$ cat config.mk
export PLATFORM = sky130hd
export DESIGN_NAME = card_dealer
export DESIGN_NICKNAME = d
export VERILOG_FILES = /design/src/rtl/card_dealer.sv
export SDC_FILE = /design/constraint.sdc
export NUM_CORES = 1
export LEC_CHECK = 0
export BUFFER_PORTS_ARGS = -buffer_cell sky130_fd_sc_hd__buf_2
export CAP_MARGIN = 10
export CORE_ASPECT_RATIO = 0.5
export CORE_MARGIN = 5
export CORE_UTILIZATION = 35
export CTS_CLUSTER_SIZE = 30
export DETAILED_ROUTE_END_ITERATION = 16
export GPL_ROUTABILITY_DRIVEN = 1
export GPL_TIMING_DRIVEN = 0
export PLACE_DENSITY_LB_ADDON = 0.15
export SLEW_MARGIN = 30
export SYNTH_ARGS = -nofsm -noshare
export SYNTH_HDL_FRONTEND = slang
export SYNTH_SLANG_ARGS = --single-unit
$ cat constraint.sdc
create_clock -name clk -period 3.5 [get_ports clk]
set_clock_uncertainty 0.1 [all_clocks]
set_input_delay 0.7 -clock clk [delete_from_list [all_inputs] [get_ports clk]]
set_output_delay 0.7 -clock clk [all_outputs]
set_load 0.01 [all_outputs]
$ cat src/rtl/card_dealer.sv
// Texas hold'em card dealer: draws unique cards from a free-running PRNG per betting round.
// Define DEALER_BURN_EN to burn one card before the flop, turn and river.
module card_dealer #(
    parameter int unsigned MAX_RETRY = 63
) (
    input  logic       clk,
    input  logic       rst_n,
    input  logic       deal_start,
    input  logic [2:0] round,
    input  logic [5:0] rnd,
    output logic       busy,
    output logic       card_valid,
    output logic [5:0] card,
    output logic [3:0] rank,
    output logic [1:0] suit,
    output logic [3:0] slot,
    output logic       deal_done,
    output logic       seq_err,
    output logic       deal_err
);

    localparam int unsigned NUM_CARDS = 52;
    localparam int unsigned RETRY_W   = $clog2(MAX_RETRY + 2);

    typedef enum logic [1:0] {S_IDLE, S_DRAW, S_DONE, S_ERR} state_e;

    state_e                 state_q, state_d;
    logic [2:0]             exp_q, exp_d;
    logic [2:0]             round_q, round_d;
    logic [NUM_CARDS-1:0]   used_q, used_d;
    logic [RETRY_W-1:0]     retry_q, retry_d;
    logic [2:0]             left_q, left_d;
    logic [3:0]             slot_nxt_q, slot_nxt_d;
    logic                   burn_q, burn_d;
    logic                   busy_q, busy_d;
    logic                   card_valid_q, card_valid_d;
    logic [5:0]             card_q, card_d;
    logic [3:0]             slot_q, slot_d;
    logic                   deal_done_q, deal_done_d;
    logic                   seq_err_q, seq_err_d;
    logic                   deal_err_q, deal_err_d;

    logic start_ok;
    logic start_bad;
    logic rnd_ok;
    logic retry_full;

    // Tallyup is always legal; from ERR it is the only way out.
    assign start_ok   = deal_start && !busy_q &&
                        (((state_q == S_IDLE) && ((round == exp_q) || (round == 3'd4))) ||
                         ((state_q == S_ERR) && (round == 3'd4)));
    assign start_bad  = deal_start && !busy_q && (state_q == S_IDLE) && !start_ok;
    assign rnd_ok     = (rnd < 6'(NUM_CARDS)) && !used_q[rnd];
    assign retry_full = (retry_q == RETRY_W'(MAX_RETRY));

    always_ff @(posedge clk or negedge rst_n) begin
        if (!rst_n) state_q <= S_IDLE;
        else        state_q <= state_d;
    end

    always_comb begin
        state_d = state_q;
        case (state_q)
            S_IDLE, S_ERR: begin
                if (start_ok) state_d = (round == 3'd4) ? S_DONE : S_DRAW;
            end
            S_DRAW: begin
                if (rnd_ok) begin
                    if (!burn_q && (left_q == 3'd1)) state_d = S_DONE;
                end else if (retry_full) begin
                    state_d = S_ERR;
                end
            end
            S_DONE:  state_d = S_IDLE;
            default: state_d = S_IDLE;
        endcase
    end

    always_comb begin
        exp_d        = exp_q;
        round_d      = round_q;
        used_d       = used_q;
        retry_d      = retry_q;
        left_d       = left_q;
        slot_nxt_d   = slot_nxt_q;
        burn_d       = burn_q;
        busy_d       = busy_q;
        card_valid_d = 1'b0;
        card_d       = card_q;
        slot_d       = slot_q;
        deal_done_d  = 1'b0;
        seq_err_d    = 1'b0;
        deal_err_d   = deal_err_q;

        // busy covers the deal_done cycle and drops one cycle later
        if (deal_done_q) busy_d = 1'b0;
        if (start_bad)   seq_err_d = 1'b1;

        if (start_ok) begin
            busy_d  = 1'b1;
            round_d = round;
            retry_d = '0;
            case (round)
                3'd0:    begin left_d = 3'd4; slot_nxt_d = 4'd0; end
                3'd1:    begin left_d = 3'd3; slot_nxt_d = 4'd4; end
                3'd2:    begin left_d = 3'd1; slot_nxt_d = 4'd7; end
                3'd3:    begin left_d = 3'd1; slot_nxt_d = 4'd8; end
                default: begin left_d = 3'd0; slot_nxt_d = slot_nxt_q; end
            endcase
`ifdef DEALER_BURN_EN
            burn_d = (round == 3'd1) || (round == 3'd2) || (round == 3'd3);
`else
            burn_d = 1'b0;
`endif
            if (round == 3'd4) begin
                used_d     = '0;
                deal_err_d = 1'b0;
            end
        end

        case (state_q)
            S_DRAW: begin
                if (rnd_ok) begin
                    used_d[rnd] = 1'b1;
                    retry_d     = '0;
                    if (burn_q) begin
                        burn_d = 1'b0;
                    end else begin
                        card_valid_d = 1'b1;
                        card_d       = rnd;
                        slot_d       = slot_nxt_q;
                        slot_nxt_d   = slot_nxt_q + 4'd1;
                        left_d       = left_q - 3'd1;
                    end
                end else if (retry_full) begin
                    deal_err_d = 1'b1;
                    busy_d     = 1'b0;
                end else begin
                    retry_d = retry_q + RETRY_W'(1);
                end
            end
            S_DONE: begin
                deal_done_d = 1'b1;
                exp_d       = (round_q == 3'd4) ? 3'd0 : round_q + 3'd1;
            end
            default: ;
        endcase
    end

    always_ff @(posedge clk or negedge rst_n) begin
        if (!rst_n) begin
            exp_q        <= '0;
            round_q      <= '0;
            used_q       <= '0;
            retry_q      <= '0;
            left_q       <= '0;
            slot_nxt_q   <= '0;
            burn_q       <= 1'b0;
            busy_q       <= 1'b0;
            card_valid_q <= 1'b0;
            card_q       <= '0;
            slot_q       <= '0;
            deal_done_q  <= 1'b0;
            seq_err_q    <= 1'b0;
            deal_err_q   <= 1'b0;
        end else begin
            exp_q        <= exp_d;
            round_q      <= round_d;
            used_q       <= used_d;
            retry_q      <= retry_d;
            left_q       <= left_d;
            slot_nxt_q   <= slot_nxt_d;
            burn_q       <= burn_d;
            busy_q       <= busy_d;
            card_valid_q <= card_valid_d;
            card_q       <= card_d;
            slot_q       <= slot_d;
            deal_done_q  <= deal_done_d;
            seq_err_q    <= seq_err_d;
            deal_err_q   <= deal_err_d;
        end
    end

    assign busy       = busy_q;
    assign card_valid = card_valid_q;
    assign card       = card_q;
    assign slot       = slot_q;
    assign deal_done  = deal_done_q;
    assign seq_err    = seq_err_q;
    assign deal_err   = deal_err_q;
    assign rank       = 4'(card_q % 6'd13);
    assign suit       = 2'(card_q / 6'd13);

endmodule

==> results of run 1 <==
[critical path, cell delays in order, from the launching register on]
cell      delay [ps]
dfrtp_1          360
clkbuf_8         150
nand2_2           50
a22oi_2          220
ha_2             250
o31ai_4           80
a22o_4           280
xnor2_4          160
ha_4             180
nor2b_4          130
o31ai_4          240
mux2i_1          210
buf_2            140
[path summary, 6_finish.rpt]
| check | from | to | slack, ps |
|---|---|---|---|
| max | card[5]$_DFFE_PN0P_ | rank[1] | -110 |
| min | rst_n | exp_q[2]$_DFFE_PN0P_ | 160 |
| max reg2reg | used_q[51]$_DFF_PN0_ | slot_nxt_q[3]$_DFF_PN0_ | 580 |
| min reg2reg | used_q[32]$_DFF_PN0_ | used_q[32]$_DFF_PN0_ | 400 |
| max in group asynchronous | rst_n | card[2]$_DFFE_PN0P_ | 2520 |
| min in group clk | used_q[32]$_DFF_PN0_ | used_q[32]$_DFF_PN0_ | 400 |
[layout by cell type (no fill, tap or decap), types with 3 or more instances in the layout]
cell type / n
buf_6: 5
and4_1: 4
nand3_1: 9
nand2_1: 29
a21o_1: 3
buf_4: 29
ha_1: 11
inv_1: 13
nand3b_1: 4
and3_1: 7
a22oi_1: 4
o22ai_1: 5
buf_2: 40
xnor2_1: 5
and2_1: 5
mux2_2: 12
clkbuf_1: 13
dfrtp_1: 87
nor2b_1: 10
o21ai_0: 20
nor3b_1: 3
a22o_1: 53
nand2b_1: 9
mux2i_1: 16
clkbuf_16: 9
dfrtp_2: 3
mux4_2: 5
a21oi_1: 18
nor2_1: 21
[kinds of logic (layout without fill, tap and decap cells)]
| group | Yosys count | in the layout | synth area share |
|---|---|---|---|
| AOI/OAI and AO/OA | 131 | 131 | 0.204 |
| and+or+nand+nor | 118 | 118 | 0.134 |
| DFF | 90 | 90 | 0.469 |
| buffers and inverters | 50 | 119 | 0.0518 |
| muxes | 35 | 35 | 0.0904 |
| adders and majority gates | 14 | 14 | 0.0365 |
| xor gates and xnor gates | 8 | 8 | 0.0146 |
[what timing repair did]
| item | CTS | global route |
|---|---|---|
| pin swaps | 8 | 9 |
| buffers inserted | 18 | 7 |
| gates resized for setup | 20 | 9 |
| endpoints found under the setup margin | 5 | 5 |
| hold buffers | 0 | 0 |
[state kept, by name (all words and copies together) (netlist names)]
name,cells
used_q,52
retry_q,7
card,6
slot,4
slot_nxt_q,4
exp_q,3
left_q,3
round_q,3
state_q,2
burn_q,1
busy,1
card_valid,1
deal_done,1
deal_err,1
seq_err,1
[metrics by stage]
step                      hold slack (ps)  cell area (µm²)  setup TNS [ps]
final                                 161             5840            -186
after global routing                  193             5840            -801
after CTS                             172             5740            -349
after detailed placement              383             5230           -1020
after global placement                380             5190            -880
after floorplan                       304             4820               0
[where the power goes]
part | switching (mW) | leakage [nW] | internal [mW]
sequential | 0.290 | 1.17 | 1.44
clock | 0.419 | 0.138 | 0.552
combinational | 1.18 | 1.33 | 1.27
[area by class of cell]
cell class	count	area share
Buffer	34	0.0341
Sequential cell	90	0.386
Clock buffer	9	0.0386
Multi-Input combinational cell	306	0.420
Timing Repair Buffer	57	0.0640
Clock inverter	6	0.0116
Inverter	13	0.00835
Tap cell	176	0.0377
[per-layer routing]
metal | vias to the layer above | routed length (µm) | part of all wire | track usage
met5 | - | 0 | 0 | 0
met4 | 0 | 148 | 0.012 | 0.0435
met3 | 15 | 559 | 0.044 | 0.0355
met2 | 80 | 5910 | 0.47 | 0.254
met1 | 1908 | 6090 | 0.48 | 0.227
li1 | 1765 | - | - | -
==> flow_summary.yaml, run 1 <==
floorplanning:
  placementRows: 30
  core_area_um2: 13500
  start_util: 0.355
  die_h_um: 92.8
  ioPinCount: 33
  die_area_um2: 16300
  die_w_um: 176
synthesis:
  synth_edf_count: 0
  yosys_warnings: 0
  netlist.area_leader.share: 0.469
  ys.flop_type: "dfrtp_1"
  synth.net_count: 472
  ys_ff_latch: 90
  yosys-top-cells-area: "dfrtp_1, a22o_1, ha_1"
  synthCells: 446
  seq_area_frac_synth: 0.469
  ys_top_cells_by_count: "dfrtp_1, a22o_1, nand2_1"
  synth_top_area_cell: "dfrtp_1"
  yosys.cell_count.top_type: "dfrtp_1"
  ys_async_sr_fraction: 1.00
  synthDistinctLibCells: 61
  syn_area_per_cell_um2: 10.8
  synth_area_um2: 4800
worst_setup_path:
  path_class: "flop to output pin"
  ff2ff_path_depth: 8
  cp_max_fo: 4
  end_kind: "output pin"
  arrival_ps: 2810
  cp.required_ps: 2700
  cp-start-kind: "flop"
global_routing:
  grt_overflow: 0
  grt_usage: 0.162
  antenna_found_initial: 0
  grt_max_degree: 52
  grt_pass1_wl_um: 21000
  first_global_vias: 3851
clocking:
  cts_tree: "done"
  clock_sinks: 90
  cts.clk_slew.worst_paths_ps: 60
  clock-root-buffer: "clkbuf_16"
  clkLatencyLatePin_ps: 340
  cts.htree.levels: 3
  cts_buffers: 9
  clockBufferDepth: 2
route:
  post_drt_wl_per_cell_um: 18.4
  routed-via-count: 3768
  totalWireLength_um: 12700
  post_drt_via_cell_ratio: 5.45
  drt_first_iter_violations: 218
  ant_nets: 0
  drt-pass1-iter-count: 4
  drcViolationCount: 0
power:
  p_leak_nw: 2.64
  total_power_mw: 5.15
  p_per_area_nw_per_um2: 882
  ir_worst_vdd_v: 0.000345
timing:
  final.min_clock_period_ps: 3610
  worst_slack_ps: -106
  relSlewSlack: 0.490
  hold_violations: 0
  max_freq_ghz: 0.277
  worst_pin_slew_ps: 763
  slew_viol_final: 0
  rsz0062_at_grt: "true"
  setup_viol_count_final: 3
  fin_crit_sh: 1.03
final_layout:
  n_antenna_cell: 0
  register_area_um2: 2260
  num-fill-cells: 1315
  final_util: 0.432
  layout-drive-gt1-share: 0.264
  final_nets: 537
  multi_input_area_um2: 2450
  areaGrowthSynthToFinish_pct: 21.6
  stdcell_count: 691
outcome:
  outcome: "finished, violations left"
  violations: "setup timing"
placed_design:
  gp_congestion: 0.801
  dp_cells: 654
  pre_cts_slack_ps: -277
  dpl.hpwl_um: 8290
  io_buffers: 31
worst_hold_path:
  min_path_type: "input port to asynchronous set/reset pin"
flow_run:
  maxCapViolCount: 0
Note: power is estimated with default switching activity, not from simulation.
==> inputs of run 2 (changes only) <==
==> constraint.sdc (replaced) <==
create_clock -name clk -period 3.3 [get_ports clk]
set_clock_uncertainty 0.1 [all_clocks]
set_input_delay 0.66 -clock clk [delete_from_list [all_inputs] [get_ports clk]]
set_output_delay 0.66 -clock clk [all_outputs]
set_load 0.01 [all_outputs]
==> flow_summary.yaml, run 2 (synthesized netlist as in run 1, its figures left out) <==
clocking:
  clock-root-buffer: "clkbuf_16"
  clockBufferDepth: 2
  clkLatencyLatePin_ps: 340
  cts.clk_slew.worst_paths_ps: 60
  clock_sinks: 90
  cts_tree: "done"
  cts.htree.levels: 3
  cts_buffers: 9
final_layout:
  num-fill-cells: 1290
  n_antenna_cell: 0
  mostFrequentLayoutCells: "dfrtp_1, a22o_1, buf_2"
  largest_reg_flops: 52
  areaGrowthSynthToFinish_pct: 21.3
  fin_area_um2: 5830
  top_register: "used_q"
  final_nets: 530
  layout-drive-gt1-share: 0.260
  final_common_cell: "dfrtp_1"
global_routing:
  grt_max_degree: 54
  grt_usage: 0.161
  grt_overflow: 0
  first_global_vias: 3715
  antenna_found_initial: 0
  grt_pass1_wl_um: 20700
worst_setup_path:
  path_cells: "buf_6 -> a22oi_2 -> ha_2 -> o31ai_4 -> a22o_4 -> xnor2_4 -> ha_2 -> nor2b_4 -> o31ai_4 -> mux2i_2 -> buf_2"
  end_kind: "output pin"
  worst_path_max_delay_cell: "dfrtp_1"
  arrival_ps: 2830
  path_delay_family: "compound AO/OA/AOI/OAI gates"
  cp.required_ps: 2540
  cp-start-kind: "flop"
  path_buf_inv: 2
  ff2ff_setup_slack_ps: 360
  cp_slowest_stage_delay_ps: 400
  path_class: "flop to output pin"
  cp_max_fo: 10
route:
  totalWireLength_um: 12600
  routed-via-count: 3663
  drcViolationCount: 0
  ant_nets: 0
  drt-pass1-iter-count: 4
  post_drt_wl_per_cell_um: 18.4
  drt_first_iter_violations: 193
  post_drt_via_cell_ratio: 5.36
power:
  clkPwrFrac: 0.198
  ir_worst_vdd_v: 0.000402
  seqPwrFrac: 0.327
  p_per_area_nw_per_um2: 955
  swShare: 0.361
  internal_power_mw: 3.55
  p_switching_mw: 2.01
  combPwrFrac: 0.475
  p_leak_nw: 2.63
timing:
  setup_viol_count_final: 5
  tns_ps: -729
  fin_crit_sh: 1.09
  rsz0062_at_grt: "true"
  slew_viol_final: 0
  worst_pin_slew_ps: 719
  worst_slack_ps: -285
  max_freq_ghz: 0.279
  relSlewSlack: 0.518
  hold_violations: 0
  final.min_clock_period_ps: 3590
flow_run:
  maxCapViolCount: 0
outcome:
  outcome: "finished, violations left"
  violations: "setup timing"
floorplanning:
  start_util: 0.355
  die_w_um: 176
  placementRows: 30
  ioPinCount: 33
  core_area_um2: 13500
  die_area_um2: 16300
  die_h_um: 92.8
placed_design:
  dpl.hpwl_um: 8310
  io_buffers: 31
  gp_congestion: 0.775
  dpl_cell_area_um2: 5310
worst_hold_path:
  min_path_type: "input port to asynchronous set/reset pin"
-- run 2: cell count changes in the layout (fill, tap and decap cells not counted), sizes merged --
cell,change
bufinv,+1
buf,-5
clkinvlp,-1
inv,+1
clkbuf,-2
clkinv,-1
-- run 2: metal layers --
layer	vias to the layer above	routed length, µm	global-route usage
li1	1768	-	-
met1	1825	6270	0.235
met2	63	5730	0.247
met3	7	469	0.0314
met4	0	100	0.0383
met5	-	0	0
-- run 2: cell type report --
cell class / count / area (µm²) / share of cell area
inverters: 13 / 48.8 / 0.00837
flip-flops and latches: 90 / 2250 / 0.387
multi-input cells: 306 / 2460 / 0.422
well taps: 176 / 220 / 0.0378
repair buffers: 49 / 320 / 0.0550
plain buffers: 35 / 211 / 0.0363
clock buffers: 9 / 225 / 0.0386
clock inverters: 6 / 90.1 / 0.0155
-- run 2: path summary, 6_finish.rpt --
| path | startpoint | to | cells after the start |
|---|---|---|---|
| max | card[2]$_DFFE_PN0P_ | rank[1] | 11 |
| min | rst_n | exp_q[0]$_DFFE_PN0P_ | 1 |
| max reg2reg | used_q[51]$_DFF_PN0_ | slot_nxt_q[3]$_DFF_PN0_ | 8 |
| min reg2reg | deal_err$_DFF_PN0_ | deal_err$_DFF_PN0_ | 1 |
| max in group asynchronous | rst_n | card[4]$_DFFE_PN0P_ | 2 |
| min in group clk | deal_err$_DFF_PN0_ | deal_err$_DFF_PN0_ | 1 |
-- run 2: what timing repair did --
item / CTS / global route
gates resized for setup: 8 / 13
cloned: 0 / 0
setup buffers: 14 / 4
endpoints found under the setup margin: 5 / 5
pin swaps: 9 / 5
hold buffers: 0 / 0
-- run 2: per-stage QoR --
| step | utilization | power (mW) | worst slack [ps] | hold WS (ps) | instances |
|---|---|---|---|---|---|
| after global routing | 0.431 | 5.96 | -388 | 142 | 684 |
| final | 0.431 | 5.57 | -285 | 122 | 684 |
| after floorplan | - | 3.42 | -84.9 | 264 | 446 |
| after CTS | 0.429 | 5.45 | -325 | 126 | 683 |
| after global placement | 0.390 | 4.00 | -242 | 380 | 653 |
| after detailed placement | 0.393 | 4.02 | -264 | 387 | 654 |
-- run 2: worst register-to-register path, stage by stage, from the launching register on --
cell	delay, ps
dfrtp_1	380
mux4_2	490
or4b_1	470
o211ai_1	120
o41ai_2	170
and4bb_1	390
buf_6	180
mux2_4	310
o221a_1	220
-- run 2: power by group through the flow --
stage	Combinational [mW]	Clock (mW)	Sequential [mW]
CTS	2.51	1.14	1.80
floorplan	1.64	0	1.78
detailed placement	2.21	0	1.81
finish	2.64	1.10	1.82
global placement	2.19	0	1.81
global route	2.91	1.18	1.87
